$ cat config.mk
export PLATFORM = sky130hd
export DESIGN_NAME = axi_lite_mem_slave
export DESIGN_NICKNAME = d
export VERILOG_FILES = /design/src/rtl/axi_mem_pkg.sv /design/src/rtl/axi_mem_byte_merge.sv /design/src/rtl/axi_lite_mem_slave.sv
export SDC_FILE = /design/constraint.sdc
export NUM_CORES = 1
export LEC_CHECK = 0
export ABC_AREA = 1
export CAP_MARGIN = 5
export CORE_MARGIN = 3
export CORE_UTILIZATION = 45
export CTS_CLUSTER_SIZE = 12
export DETAILED_ROUTE_END_ITERATION = 8
export DONT_BUFFER_PORTS = 1
export GPL_TIMING_DRIVEN = 0
export SLEW_MARGIN = 0
export SYNTH_ARGS = -nofsm -noshare
export SYNTH_HDL_FRONTEND = slang
export SYNTH_SLANG_ARGS = --single-unit
export TNS_END_PERCENT = 30
$ cat constraint.sdc
create_clock -name CLK -period 2.3 [get_ports CLK]
set_input_delay 0.69 -clock CLK [delete_from_list [all_inputs] [get_ports CLK]]
set_output_delay 0.69 -clock CLK [all_outputs]
set_load 0.02 [all_outputs]
$ cat src/rtl/axi_mem_pkg.sv
// Shared constants and FSM encoding for the AXI-Lite memory slave.
// Imported by the top level; the bench keeps its own independent constants.
package axi_mem_pkg;

    localparam int DEF_ADDR_W = 7;
    localparam int DEF_DATA_W = 32;

    localparam logic [1:0] RESP_OKAY   = 2'b00;
    localparam logic [1:0] RESP_SLVERR = 2'b10;

    typedef enum logic [2:0] {
        ST_IDLE      = 3'd0,
        ST_RD_ACC    = 3'd1,
        ST_RD_RESP   = 3'd2,
        ST_WR_RMW_RD = 3'd3,
        ST_WR_ACC    = 3'd4,
        ST_WR_RESP   = 3'd5
    } state_e;

endpackage

$ cat src/rtl/axi_mem_byte_merge.sv
// Bytewise merge for partial writes: strobed bytes from the new word,
// all other bytes from the word read back from RAM.
module axi_mem_byte_merge #(
    parameter  int DATA_W = 32,
    localparam int STRB_W = DATA_W / 8
) (
    input  logic [DATA_W-1:0] old_word,
    input  logic [DATA_W-1:0] new_word,
    input  logic [STRB_W-1:0] strb,
    output logic [DATA_W-1:0] merged_word
);

    for (genvar b = 0; b < STRB_W; b++) begin : g_byte
        assign merged_word[8*b +: 8] = strb[b] ? new_word[8*b +: 8] : old_word[8*b +: 8];
    end

endmodule

$ cat src/rtl/axi_lite_mem_slave.sv
// AXI-Lite slave in front of a single-port RAM; one outstanding transaction,
// round-robin between reads and writes, read-modify-write for partial strobes.
module axi_lite_mem_slave
    import axi_mem_pkg::*;
#(
    parameter  int ADDR_W = DEF_ADDR_W,
    parameter  int DATA_W = DEF_DATA_W,
    localparam int STRB_W = DATA_W / 8
) (
    input  logic              CLK,
    input  logic              RST_N,
    input  logic [31:0]       AWADDR,
    input  logic              AWVALID,
    output logic              AWREADY,
    input  logic [DATA_W-1:0] WDATA,
    input  logic [STRB_W-1:0] WSTRB,
    input  logic              WVALID,
    output logic              WREADY,
    output logic [1:0]        BRESP,
    output logic              BVALID,
    input  logic              BREADY,
    input  logic [31:0]       ARADDR,
    input  logic              ARVALID,
    output logic              ARREADY,
    output logic [DATA_W-1:0] RDATA,
    output logic [1:0]        RRESP,
    output logic              RVALID,
    input  logic              RREADY,
    output logic              MEM_CS,
    output logic              MEM_WE,
    output logic [ADDR_W-1:0] MEM_ADDR,
    output logic [DATA_W-1:0] MEM_WDATA,
    input  logic [DATA_W-1:0] MEM_RDATA
);

    state_e              state_q, state_d;
    logic                wr_prio_q, wr_prio_d;
    logic                mem_cs_q, mem_cs_d;
    logic                mem_we_q, mem_we_d;
    logic [ADDR_W-1:0]   mem_addr_q, mem_addr_d;
    logic [DATA_W-1:0]   mem_wdata_q, mem_wdata_d;
    logic [DATA_W-1:0]   wdata_q, wdata_d;
    logic [STRB_W-1:0]   wstrb_q, wstrb_d;
    logic [1:0]          bresp_q, bresp_d;
    logic [1:0]          rresp_q, rresp_d;
    logic [DATA_W-1:0]   rdata_q, rdata_d;

    logic                wr_req, rd_req, wr_sel, rd_sel;
    logic                aw_oor, ar_oor;
    logic [ADDR_W-1:0]   aw_idx, ar_idx;
    logic [DATA_W-1:0]   merged_word;
    logic                unused_addr_lsb;

    assign wr_req = AWVALID && WVALID;
    assign rd_req = ARVALID;
    assign wr_sel = wr_req && (wr_prio_q || !rd_req);
    assign rd_sel = rd_req && !wr_sel;

    assign aw_idx = AWADDR[ADDR_W+1:2];
    assign ar_idx = ARADDR[ADDR_W+1:2];
    assign aw_oor = |AWADDR[31:ADDR_W+2];
    assign ar_oor = |ARADDR[31:ADDR_W+2];
    assign unused_addr_lsb = ^{AWADDR[1:0], ARADDR[1:0]};

    axi_mem_byte_merge #(.DATA_W(DATA_W)) u_merge (
        .old_word    (MEM_RDATA),
        .new_word    (wdata_q),
        .strb        (wstrb_q),
        .merged_word (merged_word)
    );

    // NOTE: every register, datapath included, is reset so all outputs read 0 in reset.
    always_ff @(posedge CLK or negedge RST_N) begin
        if (!RST_N) begin
            state_q     <= ST_IDLE;
            wr_prio_q   <= 1'b1;
            mem_cs_q    <= 1'b0;
            mem_we_q    <= 1'b0;
            mem_addr_q  <= '0;
            mem_wdata_q <= '0;
            wdata_q     <= '0;
            wstrb_q     <= '0;
            bresp_q     <= RESP_OKAY;
            rresp_q     <= RESP_OKAY;
            rdata_q     <= '0;
        end else begin
            // NOTE: non-blocking so every flop samples the pre-edge value of its _d.
            state_q     <= state_d;
            wr_prio_q   <= wr_prio_d;
            mem_cs_q    <= mem_cs_d;
            mem_we_q    <= mem_we_d;
            mem_addr_q  <= mem_addr_d;
            mem_wdata_q <= mem_wdata_d;
            wdata_q     <= wdata_d;
            wstrb_q     <= wstrb_d;
            bresp_q     <= bresp_d;
            rresp_q     <= rresp_d;
            rdata_q     <= rdata_d;
        end
    end

    always_comb begin
        // NOTE: defaults first so no path leaves a _d unassigned and infers a latch.
        state_d     = state_q;
        wr_prio_d   = wr_prio_q;
        mem_cs_d    = 1'b0;
        mem_we_d    = 1'b0;
        mem_addr_d  = mem_addr_q;
        mem_wdata_d = mem_wdata_q;
        wdata_d     = wdata_q;
        wstrb_d     = wstrb_q;
        bresp_d     = bresp_q;
        rresp_d     = rresp_q;
        rdata_d     = rdata_q;

        case (state_q)
            ST_IDLE: begin
                if (wr_sel) begin
                    wr_prio_d = 1'b0;
                    bresp_d   = RESP_OKAY;
                    if (aw_oor) begin
                        state_d = ST_WR_RESP;
                        bresp_d = RESP_SLVERR;
                    end else if (WSTRB == '0) begin
                        state_d = ST_WR_RESP;
                    end else begin
                        mem_cs_d   = 1'b1;
                        mem_addr_d = aw_idx;
                        if (&WSTRB) begin
                            state_d     = ST_WR_ACC;
                            mem_we_d    = 1'b1;
                            mem_wdata_d = WDATA;
                        end else begin
                            state_d = ST_WR_RMW_RD;
                            wdata_d = WDATA;
                            wstrb_d = WSTRB;
                        end
                    end
                end else if (rd_sel) begin
                    wr_prio_d = 1'b1;
                    if (ar_oor) begin
                        state_d = ST_RD_RESP;
                        rdata_d = '0;
                        rresp_d = RESP_SLVERR;
                    end else begin
                        state_d    = ST_RD_ACC;
                        mem_cs_d   = 1'b1;
                        mem_addr_d = ar_idx;
                    end
                end
            end
            ST_RD_ACC: begin
                rdata_d = MEM_RDATA;
                rresp_d = RESP_OKAY;
                state_d = ST_RD_RESP;
            end
            ST_RD_RESP: begin
                if (RREADY) state_d = ST_IDLE;
            end
            ST_WR_RMW_RD: begin
                // Old word is on MEM_RDATA now; the write access follows directly.
                mem_cs_d    = 1'b1;
                mem_we_d    = 1'b1;
                mem_wdata_d = merged_word;
                state_d     = ST_WR_ACC;
            end
            ST_WR_ACC: begin
                state_d = ST_WR_RESP;
            end
            ST_WR_RESP: begin
                if (BREADY) state_d = ST_IDLE;
            end
            default: begin
                state_d = ST_IDLE;
            end
        endcase
    end

    always_comb begin
        AWREADY = 1'b0;
        WREADY  = 1'b0;
        ARREADY = 1'b0;
        BVALID  = (state_q == ST_WR_RESP);
        RVALID  = (state_q == ST_RD_RESP);
        // Readies are combinational on valids, so reset must mask them directly.
        if (state_q == ST_IDLE && RST_N) begin
            AWREADY = wr_sel;
            WREADY  = wr_sel;
            ARREADY = rd_sel;
        end
    end

    assign BRESP     = bresp_q;
    assign RRESP     = rresp_q;
    assign RDATA     = rdata_q;
    assign MEM_CS    = mem_cs_q;
    assign MEM_WE    = mem_we_q;
    assign MEM_ADDR  = mem_addr_q;
    assign MEM_WDATA = mem_wdata_q;

endmodule

==> results of run 1 <==
## cell type report
| type | count | area, µm² | share of cell area, % |
|---|---|---|---|
| Inverter | 54 | 210 | 3.16 |
| Timing Repair Buffer | 12 | 90.1 | 1.35 |
| Clock inverter | 4 | 25.0 | 0.376 |
| Buffer | 37 | 243 | 3.65 |
| Sequential cell | 115 | 2880 | 43.2 |
| Clock buffer | 26 | 499 | 7.50 |
| Multi-Input combinational cell | 501 | 2500 | 37.6 |
| Tap cell | 168 | 210 | 3.16 |
## final timing paths
kind,end,depth (start not counted)
worst max register to register,MEM_WDATA[13]$_DFFE_PN0P_,9
min in group CLK,RDATA[31]$_DFFE_PN0P_,2
worst max-delay path,WREADY,7
worst min register to register,wdata_q[7]$_DFFE_PN0P_,2
max in group asynchronous,wr_prio_q$_DFFE_PN1P_,0
worst min-delay path,MEM_ADDR[0]$_DFFE_PN0P_,0
## worst max-delay path: cells and delay by family (launching register included)
kind | cells | cell delay, ns
AND/OR/NAND/NOR | 2 | 0.28
AO/OA/AOI/OAI | 1 | 0.16
flip-flops | 1 | 0.52
buffers and inverters | 4 | 0.32
## per-layer routing
| layer | up-vias | routed length [µm] | track usage, % | share of wire, % |
|---|---|---|---|---|
| met5 | - | 0 | 0 | 0 |
| met4 | 0 | 232 | 8.16 | 1.4 |
| met3 | 18 | 1480 | 9.35 | 9.0 |
| met2 | 177 | 7950 | 37.9 | 49 |
| met1 | 2308 | 6720 | 28.3 | 41 |
| li1 | 2283 | - | - | - |
## cells by family after synthesis
logic type,synth area share (%)
flip-flops,49.8
AO/OA/AOI/OAI,9.06
buffers and inverters,7.57
other,0.0648
AND/OR/NAND/NOR,28.0
multiplexers,5.54
## through the flow
step	utilization (%)	instances	setup WS, ns	cell area (µm²)
after floorplan	-	707	0.0522	5800
after global placement	49.0	875	-0.0428	6010
after detailed placement	49.0	875	-0.0598	6010
after CTS	54.1	915	-0.122	6640
after global routing	54.3	917	-0.127	6660
final	54.3	917	-0.0808	6660
## registers in the layout, indices dropped and copies added (netlist names)
name and flops:
RDATA 32, wstrb_q 4, BRESP 1, MEM_WE 1, RRESP 1, wr_prio_q 1, state_q 3, MEM_CS 1
MEM_ADDR 7, wdata_q 32, MEM_WDATA 32
## cells in the final DEF (no fill, tap or decap), types with 3 or more instances in the layout
master,instances
buf_6,9
clkbuf_1,12
nand4_1,4
nand3_1,44
nor2_2,3
inv_1,46
buf_2,9
o21ai_0,33
mux2i_1,32
buf_1,4
nand2_1,299
nor2_1,33
inv_4,3
buf_4,18
dfrtp_1,114
clkbuf_16,17
inv_2,5
clkbuf_8,4
o21ai_2,37
## where the power goes
| part | internal [mW] | leakage [nW] | switching (mW) |
|---|---|---|---|
| logic | 0.701 | 1.67 | 1.27 |
| clock network | 1.47 | 0.252 | 0.866 |
| registers | 2.62 | 1.51 | 1.14 |
| total | 4.79 | 3.43 | 3.27 |
## what timing repair did
| item | 4_1_cts | 5_1_grt |
|---|---|---|
| pin swaps | 5 | 5 |
| buffers inserted | 10 | 2 |
| setup endpoints to repair | 3 | 4 |
| resized for setup | 7 | 3 |
| hold endpoints to repair | 114 | 114 |
==> key figures, run 1 <==
Finish
  • ANT cells: 0
  • Area growth syn-to-layout: 15.1%
  • NumNets Final: roughly 900
  • Fill count: 1,143
  • Share of cells above drive strength 1: roughly 17%

Synth
  • Post-synth top area cell: dfrtp_1
  • Top cell type's share of synthesized area: 49.3%
  • Sequential share of the synthesized area: between 40 and 50%
  • Top post-synthesis cells by area: dfrtp_1, nand2_1, o21ai_2
  • Avg Synthesized Cell Area: 8.19 µm²
  • Mapped Cells: 706
  • Yosys Warn Count: 0
  • Async set-reset flop share out of synthesis: between 90% and 100%
  • #FFs+latches synth: 115
  • Netlist cell types: 29
  • Most used DFF post-synth: dfrtp_1
  • Synth cell count leaders: nand2_1, dfrtp_1, inv_1
  • Post-synth EDFFs: 0
  • Post-Syn Area: 0.00578 mm²
  • Count leader, synth: nand2_1

Timing
  • Final critical-path setup slack: -0.0808 ns
  • Final setup vio count: 1
  • TNS Setup: -0.0808 ns
  • Rel. slew slack: 48.9%
  • Fmax: 420 MHz
  • Final count of hold timing violations: 110
  • Worst Max-Slew Pin Slew: 0.767 ns
  • Clock Skew: 0.00853 ns
  • RSZ-0062 raised after global routing: yes
  • Fin. max-slew vios: 0
  • Fin crit share: 104%
  • Min Tclk post-route: between 2 and 2.5 ns
  • Fin Hold WS: -0.0253 ns

Global route
  • Total track usage: 23.4%
  • Congestion Overflow GR: 0
  • Largest net degree at the start of global routing: 117
  • First-pass GRT wire length: 25,800 µm
  • Vias in the first global route: 4,948
  • Initial antenna violation count: 0

Worst setup path
  • CP required: roughly 1.6 ns
  • Worst path max stage delay: 0.52 ns
  • Reg2Reg Setup Slack: 0.35 ns
  • Startpoint Class: flip-flop
  • CP Class: flip-flop to output pin
  • Cell mode on critical path: inv_4
  • Slowest cell on crit path: dfstp_2
  • CP endpoint kind: output pin
  • CP arrival: about 1.7 ns
  • Critical Path, Cell by Cell: inv_2 -> a21oi_4 -> inv_4 -> nor2_8 -> inv_4 -> nor2_4 -> buf_6
  • CP Max Fanout: 2
  • Reg-to-reg startpoint: wr_prio_q$_DFFE_PN1P_
  • Critical path launch point: wr_prio_q$_DFFE_PN1P_

CTS
  • Root buffer cell: clkbuf_16
  • TritonCTS Sinks: 115
  • CTS tree: built
  • Max H-tree Level: 4
  • Max Root-Sink Buffers: 2
  • Number of CTS-inserted buffers: 17
  • Clock transition at path regs: 0.05 ns
  • Latest clock arrival within the worst-skew pair: 0.41 ns

Floorplan
  • Full die area: 0.0143 mm²
  • Die span in y: 119 µm
  • I/O Pins: 221
  • Die Span X: 119 µm
  • Placeable Area: 0.0123 mm²
  • Starting density of the core: 47.2%
  • Std cell rows: 40

Drt
  • Initial DRC Count: 274
  • Drt pass-1 iters: 5
  • Final wirelength: 16,400 µm
  • Via/cell ratio: 5.22
  • Routed wire per std cell: 17.9 µm
  • Final antenna-violating net count: 0
  • Total number of vias: 4,786
  • Drt drc: 0

Power and ir drop
  • Total power: ~8.1 mW
  • PwrDens: roughly 1200 mW/mm²
  • Peak VDD IR: 0.509 mV
  • LEAKAGE: between 3 and 4 nW

Run status
  • Failing checks: hold timing, setup timing
  • Status: finished, violations left

Hold path
  • Worst min-delay path category: input port to asynchronous set/reset pin

Place
  • Placer congestion estimate: between 0.7 and 0.8
  • # port buffers: 0
  • Placed wire-length estimate: between 10,000 and 15,000 µm

Job
  • Max Cap Viol: 0
No activity file was read; power rests on OpenSTA's default activity.
==> inputs of run 2 (changes only) <==
Settings changed: SKIP_CTS_REPAIR_TIMING set to 1.
==> key figures, run 2 (same netlist as run 1, synthesis figures left out) <==
Run status
  • Status: finished, violations left (unchanged)
  • Failing checks: hold timing, setup timing (unchanged)

Floorplan
  • Starting density of the core: 47.2% (unchanged)
  • Die Span X: 119 µm (unchanged)
  • Die span in y: 119 µm (unchanged)
  • Placeable Area: 0.0123 mm² (unchanged)
  • Std cell rows: 40 (unchanged)
  • I/O Pins: 221 (unchanged)
  • Full die area: 0.0143 mm² (unchanged)

Worst setup path
  • CP Class: flip-flop to output pin (unchanged)
  • Worst reg2reg endpoint: wstrb_q[2]$_DFFE_PN0P_ (was MEM_WDATA[13]$_DFFE_PN0P_)
  • Reg2Reg Setup Slack: 0.42 ns (was 0.35 ns)
  • CP arrival: 1.78 ns (was 1.69 ns)
  • CP endpoint kind: output pin (unchanged)
  • Reg-to-reg startpoint: wr_prio_q$_DFFE_PN1P_ (unchanged)
  • CP required: 1.61 ns (about the same)
  • R2R cell count: 9 (unchanged)
  • Startpoint Class: flip-flop (unchanged)
  • Critical path launch point: wr_prio_q$_DFFE_PN1P_ (unchanged)
  • CP Max Fanout: 4 (was 2)
  • CP endpoint: WREADY (unchanged)

Finish
  • ANT cells: 0 (unchanged)
  • Commonest non-fill, non-tap cell in the layout: nand2_1 (unchanged)
  • Area growth syn-to-layout: 14.4% (was 15.1%)
  • Fill count: 1,153 (was 1,143)
  • NumNets Final: 873 (was 877)
  • Reg area: 0.00288 mm² (unchanged)
  • Multi-input gate area: 0.00250 mm² (about the same)
  • Share of cells above drive strength 1: 16.0% (was 16.6%)
  • Highest-count cells in the layout ignoring fill and taps: nand2_1, dfrtp_1, inv_1 (unchanged)

Drt
  • Routed wire per std cell: 17.7 µm (was 17.9 µm)
  • Initial DRC Count: 277 (was 274)
  • Via/cell ratio: 5.15 (was 5.22)
  • Final wirelength: 16,200 µm (was 16,400 µm)
  • Drt pass-1 iters: 4 (was 5)
  • Final antenna-violating net count: 0 (unchanged)
  • Total number of vias: 4,702 (was 4,786)
  • Drt drc: 0 (unchanged)

Timing
  • Rel. slew slack: 46.5% (was 48.9%)
  • Min Tclk post-route: 2.47 ns (was 2.38 ns)
  • Final setup vio count: 3 (was 1)
  • RSZ-0062 raised after global routing: yes (unchanged)
  • Fin Hold WS: -0.0202 ns (was -0.0253 ns)
  • Clock Skew: 0.00698 ns (was 0.00853 ns)
  • Final count of hold timing violations: 111 (was 110)
  • Worst Max-Slew Pin Slew: 0.803 ns (was 0.767 ns)
  • Fin. max-slew vios: 0 (unchanged)
  • TNS Setup: -0.214 ns (was -0.0808 ns)
  • Fin crit share: 108% (was 104%)
  • Final critical-path setup slack: -0.174 ns (was -0.0808 ns)
  • Fmax: 404 MHz (was 420 MHz)

CTS
  • Root buffer cell: clkbuf_16 (unchanged)
  • TritonCTS Sinks: 115 (unchanged)
  • CTS tree: built (unchanged)
  • Latest clock arrival within the worst-skew pair: 0.41 ns (about the same)
  • Max H-tree Level: 4 (unchanged)
  • Max Root-Sink Buffers: 2 (unchanged)
  • Number of CTS-inserted buffers: 17 (unchanged)
  • Clock transition at path regs: 0.05 ns (about the same)

Power and ir drop
  • LEAKAGE: 3.41 nW (was 3.43 nW)
  • Peak VDD IR: 0.508 mV (was 0.509 mV)
  • PwrDens: 1210 mW/mm² (about the same)

Global route
  • Vias in the first global route: 4,861 (was 4,948)
  • First-pass GRT wire length: 25,400 µm (was 25,800 µm)
  • Initial antenna violation count: 0 (unchanged)
  • Congestion Overflow GR: 0 (unchanged)
  • Largest net degree at the start of global routing: 117 (unchanged)
  • Total track usage: 22.9% (was 23.4%)

Place
  • Placer congestion estimate: 0.781 (unchanged)
  • # port buffers: 0 (unchanged)
  • Pre-CTS setup slack: -0.0598 ns (unchanged)
  • Placed wire-length estimate: 11,700 µm (unchanged)

Job
  • Max Cap Viol: 0 (unchanged)

Hold path
  • Worst min-delay path category: input port to asynchronous set/reset pin (unchanged)
run 2: cell types whose count changed in the layout (fill, tap and decap cells not counted), sizes merged:
| cell | before | now |
|---|---|---|
| clkinv | 2 | 3 |
| inv | 54 | 53 |
| buf | 40 | 36 |
run 2: metal layers:
metal | routed length (µm) | up-vias | global-route usage (%) | share of wire [%]
met2 | 7840 | 168 | 37.1 | 49
met5 | 0 | - | 0 | 0
met3 | 1590 | 14 | 9.31 | 9.8
met4 | 150 | 0 | 7.66 | 0.93
li1 | - | 2270 | - | -
met1 | 6580 | 2250 | 28.0 | 41
run 2: area by class of cell:
| type | instances | share of cell area [%] |
|---|---|---|
| tap | 168 | 3.18 |
| timing repair buffer | 8 | 0.907 |
| multi-input combinational | 501 | 37.7 |
| buffer | 37 | 3.57 |
| sequential | 115 | 43.5 |
| inverter | 54 | 3.21 |
| clock buffer | 26 | 7.54 |
| clock inverter | 4 | 0.378 |
run 2: worst min-delay path by stage:
stage / slack (ns) / endpoint / startpoint
6_report: -0.02 / state_q[0]$_DFFE_PN0P_ / RST_N
5_1_grt: -0.05 / MEM_ADDR[0]$_DFFE_PN0P_ / RST_N
4_1_cts: -0.04 / RDATA[28]$_DFFE_PN0P_ / RST_N
3_5_place_dp: 0.40 / MEM_ADDR[0]$_DFFE_PN0P_ / RST_N
3_3_place_gp: 0.40 / MEM_ADDR[0]$_DFFE_PN0P_ / RST_N
2_1_floorplan: 0.39 / BRESP[1]$_DFFE_PN0P_ / RST_N
run 2: worst max-delay path: stages, from the launching register on:
cell,delay [ns]
dfstp_2,0.52
inv_2,0.05
a21oi_4,0.20
clkinv_4,0.11
nor2_8,0.11
inv_4,0.05
nor2_4,0.18
buf_6,0.15
run 2: metrics by stage:
step	total power [mW]	area, µm²	std cells	utilization, %
after floorplan	5.02	5800	707	-
after global placement	5.53	6010	875	49.0
after detailed placement	5.62	6010	875	49.0
after CTS	7.98	6530	905	53.3
after global routing	8.51	6620	913	54.0
final	7.99	6620	913	54.0
run 2: power by group:
group          internal, mW  total [mW]  leakage [nW]  switching, mW
registers              2.62        3.77          1.51           1.15
clock network          1.47        2.33         0.252          0.859
logic                 0.660        1.89          1.65           1.23
